**src/rtl/up_down_counter_pkg.sv**
```systemverilog
// ---------------------------------------------------------------------------
// up_down_counter_pkg
//   Shared types for the up/down counter.
//   count_op_t names the action taken on an edge, and select_op resolves the
//   rst > load > count priority into one of those actions.
// ---------------------------------------------------------------------------
package up_down_counter_pkg;

    typedef enum logic [1:0] {
        OP_RESET = 2'd0,
        OP_LOAD  = 2'd1,
        OP_INC   = 2'd2,
        OP_DEC   = 2'd3
    } count_op_t;

    function automatic count_op_t select_op(input logic rst,
                                            input logic load,
                                            input logic up_down);
        count_op_t op;
        if (rst)
            op = OP_RESET;
        else if (load)
            op = OP_LOAD;
        else if (up_down)
            op = OP_INC;
        else
            op = OP_DEC;
        return op;
    endfunction

endpackage

```
**src/rtl/up_down_counter.sv**
```systemverilog
// ---------------------------------------------------------------------------
// up_down_counter
//   Synchronous binary up/down counter with parallel load. It wraps modulo
//   2^WIDTH and steps on every edge where it is neither reset nor loading.
//
// Ports
//   clk        system clock, rising edge
//   rst        synchronous active-high reset (highest priority)
//   up_down    1 = increment, 0 = decrement
//   load       synchronous parallel load enable (beats counting)
//   count_in   preset value captured when load = 1
//   count_out  current counter value, driven straight from the register
// ---------------------------------------------------------------------------
module up_down_counter
    import up_down_counter_pkg::*;
#(
    parameter int WIDTH = 8
) (
    input  logic             clk,
    input  logic             rst,
    input  logic             up_down,
    input  logic             load,
    input  logic [WIDTH-1:0] count_in,
    output logic [WIDTH-1:0] count_out
);

    localparam logic [WIDTH-1:0] ONE = WIDTH'(1);

    count_op_t        op;
    logic [WIDTH-1:0] next_count;

    // One priority mux feeding the register. The add and subtract are kept
    // at WIDTH bits, so wrap-around falls out of the truncation.
    always_comb begin
        op         = select_op(rst, load, up_down);
        next_count = count_out;
        case (op)
            OP_RESET: next_count = '0;
            OP_LOAD:  next_count = count_in;
            OP_INC:   next_count = count_out + ONE;
            OP_DEC:   next_count = count_out - ONE;
            default:  next_count = count_out;
        endcase
    end

    always_ff @(posedge clk) begin
        if (rst)
            count_out <= '0;
        else
            count_out <= next_count;
    end

endmodule

```
**config.mk**
```make
export PLATFORM = sky130hd
export DESIGN_NAME = up_down_counter
export DESIGN_NICKNAME = d
export VERILOG_FILES = /design/src/rtl/up_down_counter_pkg.sv /design/src/rtl/up_down_counter.sv
export SDC_FILE = /design/constraint.sdc
export NUM_CORES = 1
export LEC_CHECK = 0
export ABC_CLOCK_PERIOD_IN_PS = 2050
export CAP_MARGIN = 20
export CORE_UTILIZATION = 41
export CTS_CLUSTER_DIAMETER = 40
export DETAILED_ROUTE_END_ITERATION = 7
export PLACE_DENSITY_LB_ADDON = 0.12
export SLEW_MARGIN = 0
export SYNTH_ARGS = -nofsm -noshare
export SYNTH_HDL_FRONTEND = slang
export SYNTH_SLANG_ARGS = --single-unit
```
**constraint.sdc**
```tcl
create_clock -name clk -period 2.05 [get_ports clk]
set_clock_uncertainty 0.15 [all_clocks]
set_input_delay 0.3075 -clock clk [delete_from_list [all_inputs] [get_ports clk]]
set_output_delay 0.3075 -clock clk [all_outputs]
set_load 0.02 [all_outputs]
```
==> results.md <==
- Initial Util: 44.6%
- Tot Pwr: 0.000538 W
- Largest register FFs: 8
- WHS Path Cells: 3
- HP Start: rst
- RR Endpoint: count_out[6]
- Total track usage: 19.9%
- Critical path depth: 8
- Global route overflow: 0
- Pre-CTS setup slack: -484 ps
- Combinational power share: 40.0%
- # IOs: 20
- Pwr dens: 545 nW/um^2
- Measured slew at the worst slew-check pin: 390 ps
- Class of the worst hold path: input pin to flop
- Fmax: 501 MHz
- CTS root buffer: clkbuf_4
- Vias in the first global route: 651
- Fillers: 142
- GP Congestion: 0.769
- Yosys cell types: 40
- Layout area overhead: 43.6%
- Hold-fix buffers, CTS: 0
- Synthesized Nets: 97
- CTS tree: built
- Most frequent cells in the layout: clkdlybuf4s50_1 (16), buf_4 (9), nor2_1 (8), dfxtp_1 (8)
- Async SR Flop Fraction: 0%
- Seq pwr share: 37.3%
- Routed WL: 1.69 mm
- Clock network power share: 22.7%
- Critical Path Sink Type: flop
- Reg with most FFs: count_out
- Startpoint types: input pin
- Multi-input gate area: 508 um^2
- Die H: 43.0 um
- Critical path, cell by cell: dlygate4sd2_1 > or3_4 > xnor2_2 > ha_2 > nor2_1 > mux2i_1 > buf_4 > a2111oi_2
- Worst skew pair latency: 250 ps
- Leak Pwr: 0.401 nW
- Sw frac: 33.7%
- Min Clock Period, post-route: 1990 ps
- RSZ-0062 raised after global routing: no
- Fin worst setup slack: 55.9 ps
- Die width: 43.0 um
- Core region area: 1540 um^2
- Post-synth EDFFs: 0
- Final Hold Viols: 0
- Commonest non-fill, non-tap cell in the layout: clkdlybuf4s50_1
- ANT cells: 0
- # DRC: 0
- First-pass GRT wire length: 2.79 mm
- Largest net degree at the start of global routing: 19
- Via count: 723
- Hpwl dp: 1.18 mm
- Int Power: 0.000357 W
- Maxcap violations: 0
- Count of input and output buffers: 19
- RR Startpoint: count_out[1]
- #FFs+latches synth: 8
- Per-cell routed wire length: 13.7 um
- # rows: 14
- Register area share after synthesis: 23.3%
- Worst EP arrival: 1990 ps
- Total CTS buffers: 3
- WP data required: 2050 ps
- Reg2reg setup slack: 260 ps
- DIE AREA: 1850 um^2
- Max Root-Sink Buffers: 2
- Worst Hold End: count_out[0]
- Final Setup Violations: 0
- Final core area utilization: 64.1%
- Final net count: 124
- Clock transition at path regs: 60 ps
- Top delay family on crit path: simple AND/OR/NAND/NOR gates
- Post-Syn Area: 688 um^2
- Max-slew violation count: 0
- Status: finished, final reports clean
- Post-synth top flop: dfxtp_1
- Htree depth: 1
- Post-Syn Instances: 83
- Worst VDD drop: 0.000343 V
- Period Utilization, post-route: 97.3%
- Setup CP Type: input pin to flop
- Drt pass-1 iters: 4
- Critical-path top delay cell: or3_4
- Initial antenna violation count: 0
- Net switching power: 0.000182 W
- Critical path buffers and inverters: 2
- Routed vias/inst: 5.83
- Avg Cell Area, Syn: 8.29 um^2
- Clk sinks: 8
- Initial DRC count: 20
- YS warnings: 0
- Register Area: 160 um^2
- Crit path largest cell delay: 430 ps
- Max_slew headroom: 73.6%
- Layout cells sized above 1: 22.2%
- CP Max Fanout: 4
- Routed Antenna Nets: 0
- FF-to-FF path depth: 6
- Biggest regs: count_out x8
tightest hold or removal path, delay by kind of cell:
kind	cells	cell delay (ps)
simple gates	1	60
buf+inv	2	420
worst max path at each step:
stage                     slack (ps)      endpoint    start
final                             60  count_out[2]  up_down
after global placement          -410  count_out[6]  up_down
after CTS                          3  count_out[2]     load
after detailed placement        -480  count_out[2]  up_down
after floorplan                  -10  count_out[6]     load
after global routing               6  count_out[6]  up_down
stage by stage:
step | TNS, ps | std cells | hold slack, ps | area (um^2)
after floorplan | -10.7 | 83 | 281 | 726
after global placement | -1840 | 120 | 452 | 957
after detailed placement | -1960 | 120 | 482 | 957
after CTS | 0 | 124 | 427 | 988
after global routing | 0 | 124 | 454 | 988
final | 0 | 124 | 434 | 988
timing repair:
action | in CTS | in global routing
pin swaps | 4 | 3
endpoints found under the setup margin | 4 | 2
buffers inserted | 1 | 0
resized for setup | 4 | 0
routing by layer:
| metal | up-vias | wire length (um) | track usage, % | share of wire [%] |
|---|---|---|---|---|
| li1 | 354 | - | - | - |
| met1 | 340 | 790 | 26.3 | 47 |
| met2 | 27 | 805 | 32.1 | 48 |
| met3 | 2 | 83 | 3.83 | 4.9 |
| met4 | 0 | 14 | 7.27 | 0.83 |
| met5 | - | 0 | 0 | 0 |
power groups by stage:
stage / sequential (W) / combinational [W] / clock [W]
final: 0.000201 / 0.000216 / 0.000122
after CTS: 0.000200 / 0.000216 / 0.000123
after detailed placement: 0.000203 / 0.000213 / 0
after global routing: 0.000203 / 0.000233 / 0.000132
after global placement: 0.000202 / 0.000212 / 0
after floorplan: 0.000213 / 0.000119 / 0
synthesized netlist by cell type, types with 3 or more instances:
| library cell | number | share of area (%) |
|---|---|---|
| dfxtp_1 | 8 | 23 |
| nor2_1 | 8 | 4.4 |
| xnor2_1 | 5 | 6.4 |
| a21oi_1 | 4 | 2.9 |
| inv_1 | 4 | 2.2 |
| nand3_1 | 4 | 2.9 |
| nor3_1 | 4 | 2.9 |
| clkbuf_1 | 3 | 1.6 |
| nand2_1 | 3 | 1.6 |
| xor2_1 | 3 | 3.8 |
kinds of logic (layout without fill, tap and decap cells):
family / after synthesis / in the layout / share of synthesized area (%)
flip-flops: 8 / 8 / 23.3
AO/OA/AOI/OAI: 20 / 20 / 24.0
multiplexers: 3 / 3 / 5.09
XOR/XNOR: 8 / 8 / 10.2
AND/OR/NAND/NOR: 31 / 31 / 25.5
buffers and inverters: 11 / 36 / 8.36
adder cells (fa/ha/maj): 2 / 2 / 3.64
final cells by class:
class                           instances  area share [%]
Clock buffer                            3            2.28
Timing Repair Buffer                   28            25.7
Inverter                                5            2.41
Multi-Input combinational cell         64            51.4
Sequential cell                         8            16.2
Tap cell                               16            2.03
Note: power is estimated with default switching activity, not from simulation.
